<file path="src/rtl/map_pixel_fetch_pkg.sv">
// map_pixel_fetch_pkg: shared display constants, coordinate width and RGB444 colour type
package map_pixel_fetch_pkg;
  localparam int SCR_W   = 320;
  localparam int SCR_H   = 240;
  localparam int SCR_CX  = 160;
  localparam int SCR_CY  = 120;
  localparam int COORD_W = 9;
  typedef logic [COORD_W-1:0] coord_t;
  typedef logic [11:0] rgb444_t;
  localparam rgb444_t RGB_BLACK = 12'h000;
  localparam rgb444_t RGB_RED   = 12'hF00;
  localparam rgb444_t RGB_WHITE = 12'hFFF;
endpackage

</file>
<file path="src/rtl/map_marker_blink.sv">
// map_marker_blink: counts vsync falling edges and flips blink_on every BLINK_FRAMES frames
module map_marker_blink
  import map_pixel_fetch_pkg::*;
#(
  parameter int BLINK_FRAMES = 30
) (
  input  logic clk,
  input  logic rst_n,
  input  logic vsync,
  output logic blink_on
);
  localparam int CNT_W = BLINK_FRAMES > 1 ? $clog2(BLINK_FRAMES) : 1;
  logic             vsync_q;
  logic [CNT_W-1:0] cnt;
  logic             frame_start;
  logic             wrap;
  assign frame_start = vsync_q && !vsync;
  assign wrap        = cnt == CNT_W'(BLINK_FRAMES - 1);
  // previous vsync level; syncs idle high so reset to 1
  always_ff @(posedge clk or negedge rst_n)
    if (!rst_n) vsync_q <= 1'b1;
    else vsync_q <= vsync;
  // each frame start advances the counter; its wrap flips the marker phase
  always_ff @(posedge clk or negedge rst_n)
    if (!rst_n) begin
      cnt      <= '0;
      blink_on <= 1'b1;
    end else if (frame_start) begin
      cnt <= wrap ? '0 : cnt + CNT_W'(1);
      if (wrap) blink_on <= !blink_on;
    end
endmodule

</file>
<file path="src/rtl/map_pixel_fetch.sv">
// map_pixel_fetch: 3-clk map memory fetch with aligned syncs; marker overlay enabled by MAP_PIXEL_FETCH_MARKER_EN
module map_pixel_fetch
  import map_pixel_fetch_pkg::*;
#(
  parameter int      MAP_W        = 320,
  parameter int      MAP_H        = 240,
  parameter int      ADDR_W       = 17,
  parameter rgb444_t BG_COLOR     = 12'h000,
  parameter rgb444_t MARKER_COLOR = 12'hF00,
  parameter int      MARKER_R     = 3,
  parameter int      BLINK_FRAMES = 30
) (
  input  logic              clk,
  input  logic              rst_n,
  input  logic              de_in,
  input  logic              hsync_in,
  input  logic              vsync_in,
  input  coord_t            pixel_x,
  input  coord_t            pixel_y,
  input  coord_t            map_x,
  input  coord_t            map_y,
  output logic              mem_rd_en,
  output logic [ADDR_W-1:0] mem_addr,
  input  logic [11:0]       mem_rdata,
  output logic [11:0]       rgb_out,
  output logic              de_out,
  output logic              hsync_out,
  output logic              vsync_out
);
  logic              in_map_c;
  logic [ADDR_W-1:0] addr_c;
  logic              in_map2;
  logic [2:0]        ctl1, ctl2;
  rgb444_t           rgb_c;
  assign in_map_c = de_in && int'(map_x) < MAP_W && int'(map_y) < MAP_H;
  assign addr_c   = ADDR_W'(map_y) * ADDR_W'(MAP_W) + ADDR_W'(map_x);
`ifdef MAP_PIXEL_FETCH_MARKER_EN
  logic marker_c, marker1, marker2, blink_on;
  assign marker_c = int'(pixel_x) - SCR_CX <= MARKER_R && SCR_CX - int'(pixel_x) <= MARKER_R &&
                    int'(pixel_y) - SCR_CY <= MARKER_R && SCR_CY - int'(pixel_y) <= MARKER_R;
  map_marker_blink #(.BLINK_FRAMES(BLINK_FRAMES)) u_blink (
    .clk      (clk),
    .rst_n    (rst_n),
    .vsync    (vsync_in),
    .blink_on (blink_on)
  );
  // carry the marker hit alongside its pixel through S1 and S2
  always_ff @(posedge clk or negedge rst_n)
    if (!rst_n) {marker1, marker2} <= 2'b00;
    else {marker1, marker2} <= {marker_c, marker1};
  assign rgb_c = !ctl2[2] ? RGB_BLACK : (marker2 && blink_on) ? MARKER_COLOR : in_map2 ? mem_rdata : BG_COLOR;
`else
  logic unused_marker;
  assign unused_marker = ^{pixel_x, pixel_y, MARKER_COLOR, MARKER_R, BLINK_FRAMES};
  assign rgb_c = !ctl2[2] ? RGB_BLACK : in_map2 ? mem_rdata : BG_COLOR;
`endif
  // S1 issues the read, S2 waits for data, S3 registers the pixel with its delayed {de,hsync,vsync}
  always_ff @(posedge clk or negedge rst_n)
    if (!rst_n) begin
      mem_rd_en <= 1'b0;
      mem_addr  <= '0;
      in_map2   <= 1'b0;
      ctl1      <= 3'b011;
      ctl2      <= 3'b011;
      rgb_out   <= RGB_BLACK;
      {de_out, hsync_out, vsync_out} <= 3'b011;
    end else begin
      mem_rd_en <= in_map_c;
      if (in_map_c) mem_addr <= addr_c;
      in_map2 <= mem_rd_en;
      ctl1    <= {de_in, hsync_in, vsync_in};
      ctl2    <= ctl1;
      rgb_out <= rgb_c;
      {de_out, hsync_out, vsync_out} <= ctl2;
    end
endmodule

</file>
<file path="config.mk">
export PLATFORM = sky130hd
export DESIGN_NAME = map_pixel_fetch
export DESIGN_NICKNAME = d
export VERILOG_FILES = /design/src/rtl/map_pixel_fetch_pkg.sv /design/src/rtl/map_marker_blink.sv /design/src/rtl/map_pixel_fetch.sv
export SDC_FILE = /design/constraint.sdc
export NUM_CORES = 1
export LEC_CHECK = 0
export BUFFER_PORTS_ARGS = -buffer_cell sky130_fd_sc_hd__buf_2
export CORE_MARGIN = 10
export CORE_UTILIZATION = 30
export CTS_CLUSTER_SIZE = 24
export DETAILED_ROUTE_END_ITERATION = 8
export GPL_TIMING_DRIVEN = 0
export MAX_ROUTING_LAYER = met4
export SYNTH_ARGS = -nofsm -noshare
export SYNTH_HDL_FRONTEND = slang
export SYNTH_SLANG_ARGS = --single-unit
export TNS_END_PERCENT = 100
</file>
<file path="constraint.sdc">
create_clock -name clk -period 0.95 [get_ports clk]
set_input_delay 0.0475 -clock clk [delete_from_list [all_inputs] [get_ports clk]]
set_output_delay 0.0475 -clock clk [all_outputs]
set_load 0.05 [all_outputs]
</file>
==> impl_results.md <==
* Outcome: finished with violations
* Failing checks: hold timing, setup timing
* Ant diodes at 0
* Area grow syn2layout at 51.2%
* Worst min-delay path class: primary input to asynchronous set/reset pin
* Largest net degree at the start of global routing at between 40 and 50
* Slew headroom at 43.5%
* CP arrival at between 1.5 and 2 ns
* RSZ-0062 raised after global routing: true
* Slowest-stage cell, CP: or4b_1
* Initial antenna violation count at 0
* Most frequent CP cell: ha_4
* Initial DRC count at 54
* Cell Count Post-Placement at 323
* CP cell instances: buf_8 > ha_4 > ha_4 > fa_2 > a211oi_4 > or4b_1 > o2111ai_2 > nand4_2 > xor2_1 > o21ai_1
* Total power at approximately 5.3 mW
* Clk root buf: clkbuf_8
* First-pass GRT wire length at between 8 and 9 mm
* Post-Synth Adder-Cell Area at approximately an eighth
* Synth cell types at 39
* Cells after synthesis at around 180
* Synth Flop Type: dfrtp_1
* Slew at the pin closest to its max-slew limit at 0.847 ns
* Total grt overflow at 0
* Maxcap violations at 0
* Fin nets at roughly 340
* Share of layout cells above drive strength 1 at between 40% and 50%
* Post-DRT Antenna Nets at 0
* Final period util at 180%
* Via/cell ratio at 4.56
* VDD IR max at around 1.2 mV
* Crit Path Category: primary input to flop
* Post-synth EDFFs at 0
* Reg2reg setup slack at ~0.08 ns
* Sequential area share after synthesis at between 50% and 60%
* Per-cell routed wire length at roughly 14 um
* Total Routing Usage GR at around a tenth
* Hold Fails Final Rpt at 34
* Die Y at 101 um
* Post-Route WL at approximately 4.9 mm
* CORE AREA at about 0.0063 mm2
* Starting density of the core at 30.8%
* Synth warn at 0
* Minimum clock period at 1.71 ns
* Compound-Gate Fraction of Synth Area at 8.65%
* Worst slack, placed at -1.19 ns
* Hpwl dp at approximately 3.8 mm
* Synth Area in Simple Gates at ~20%
* Mean Syn Cell Area at 10.9 um2
* GPL Wtd Cong at approximately 0.7
* I/O pin total at 86
* Required time of the critical path at approximately 1.2 ns
* Mux share of post-synthesis cell area at less than 1%
* Total clock sinks at 40
* CTS buffer count at 5
* Final Max Tran Viols at 0
* Fmax at between 500 and 600 MHz
* Critical path buffer and inverter count at 1
* CTS tree: built
* CP delay by family, top: simple AND/OR/NAND/NOR gates
* Syn Std Cell Area at between 0.0015 and 0.002 mm2
* I/O Buffers at 67
* Syn Nets at 251
* Hold_ws at -0.133 ns
* Post-synth ARST share at 100%
* Register clock-pin slew on the reported worst setup and hold paths at approximately 0.08 ns
* H-tree depth at 2
* Largest family of logic cells by synthesized area: simple AND/OR/NAND/NOR gates
* Num rows at 29
* Pwr Density at roughly 1800 mW/mm2
* DIE AREA at between 0.01 and 0.015 mm2
* Crit path largest cell delay at approximately 0.54 ns
* Die width at between 100 and 150 um
* P_leak at between 1 and 1.5 nW
* Worst-path fanout max at 3
* Post-Layout Cell Count at about 350
* Synthesized flop and latch total at 40
* Setup-failing EPs final at 9
* Setup slack after layout at -0.763 ns
* CP Launch Type: primary input
* Final Util at between 40% and 50%
* Hold_buf cts at 9
* First-pass detailed-route iteration total at 4
* Vias at 1586
* Setup Skew at 0.00548 ns
* CP endpoint kind: flop
* Clk_lat worst skew at approximately 0.28 ns
* Number of remaining DRC errors at 0
* CTS Buffer Depth at 2
* Vias in the first global route at between 1500 and 2000
* Synth Area in XOR/XNOR at under 10%
## area by class of cell
cell class	instances	area, um2
Buffer	4	22.5
Clock buffer	7	76.3
Clock inverter	1	5.00
Fill cell	600	3400
Inverter	5	18.8
Multi-Input combinational cell	130	1100
Sequential cell	40	1010
Tap cell	77	96.3
Timing Repair Buffer	84	621
## worst paths after layout
| kind | start | endpoint | cells past startpoint |
|---|---|---|---|
| worst max-delay path | map_y[1] | mem_addr[16] | 10 |
| worst min-delay path | rst_n | mem_addr[2] | 1 |
| worst max register to register | ctl2[2] | rgb_out[9] | 2 |
| worst min register to register | ctl1[2] | ctl2[2] | 0 |
| max in group asynchronous | rst_n | rgb_out[4] | 1 |
| min in group clk | mem_rdata[3] | rgb_out[3] | 2 |
## synth_stat cells (3+ instances only)
cell	instances	share of area (%)
a21oi_1	3	0.77
nand2_1	35	6.7
o21ai_0	13	3.3
clkbuf_1	4	0.77
and3_1	12	3.8
dfstp_2	6	8.1
inv_1	4	0.77
ha_1	17	11
dfrtp_1	34	44
xor2_1	8	3.6
nor2_1	9	1.7
## registers in the layout, summed over array words and instances, names as in the netlist
signal and cells:
in_map2 1, ctl2 3, rgb_out 12, de_out 1, hsync_out 1, ctl1 3
mem_addr 17, vsync_out 1, mem_rd_en 1
## kinds of logic (layout without fill, tap and decap cells)
| family | count (synthesis) | after routing |
|---|---|---|
| simple gates | 74 | 74 |
| buf+inv | 9 | 101 |
| fa+ha+maj | 19 | 19 |
| xor+xnor | 10 | 10 |
| compound gates | 26 | 26 |
| mux | 1 | 1 |
| flops | 40 | 40 |
## where the power goes
part / switching (mW) / internal (mW) / leakage (nW)
Clock: 0.538 / 0.515 / 0.0422
Combinational: 1.35 / 0.897 / 0.895
Sequential: 0.124 / 1.92 / 0.502
## worst register-to-register path: cells and delay by family, from the launching register on
| kind | cells | cell delay [ns] |
|---|---|---|
| flops | 1 | 0.40 |
| buf+inv | 1 | 0.18 |
| simple gates | 1 | 0.19 |
## cells in the final DEF (no fill, tap or decap), types with 9 or more instances in the layout
| cell | netlist | final |
|---|---|---|
| and3_1 | 12 | 12 |
| buf_2 | 0 | 40 |
| buf_4 | 0 | 17 |
| buf_6 | 0 | 10 |
| dfrtp_1 | 34 | 34 |
| dlygate4sd3_1 | 0 | 9 |
| ha_4 | 0 | 9 |
| nand2_1 | 35 | 35 |
## through the flow
step,setup TNS (ns),cell area (um2)
2_1_floorplan,-4.93,2080
6_report,-4.20,2950
3_3_place_gp,-12.20,2510
4_1_cts,-4.34,2860
5_1_grt,-4.91,2950
3_5_place_dp,-12.31,2510
## routing by layer
| metal | wire (um) | part of all wire [%] | vias to the layer above | track usage (%) |
|---|---|---|---|---|
| met1 | 2180 | 44 | 727 | 12.3 |
| met2 | 2250 | 46 | 57 | 15.5 |
| li1 | - | - | 798 | - |
| met4 | 33 | 0.67 | 0 | 2.93 |
| met5 | 0 | 0 | - | - |
| met3 | 451 | 9.2 | 4 | 3.43 |
## repair_timing
item	4_1_cts	5_1_grt
buffers inserted	7	1
endpoints found under the setup margin	37	39
resized for setup	41	30
endpoints found under the hold margin	43	34
pin swaps	14	8
Power figures use the tool's default switching activity.
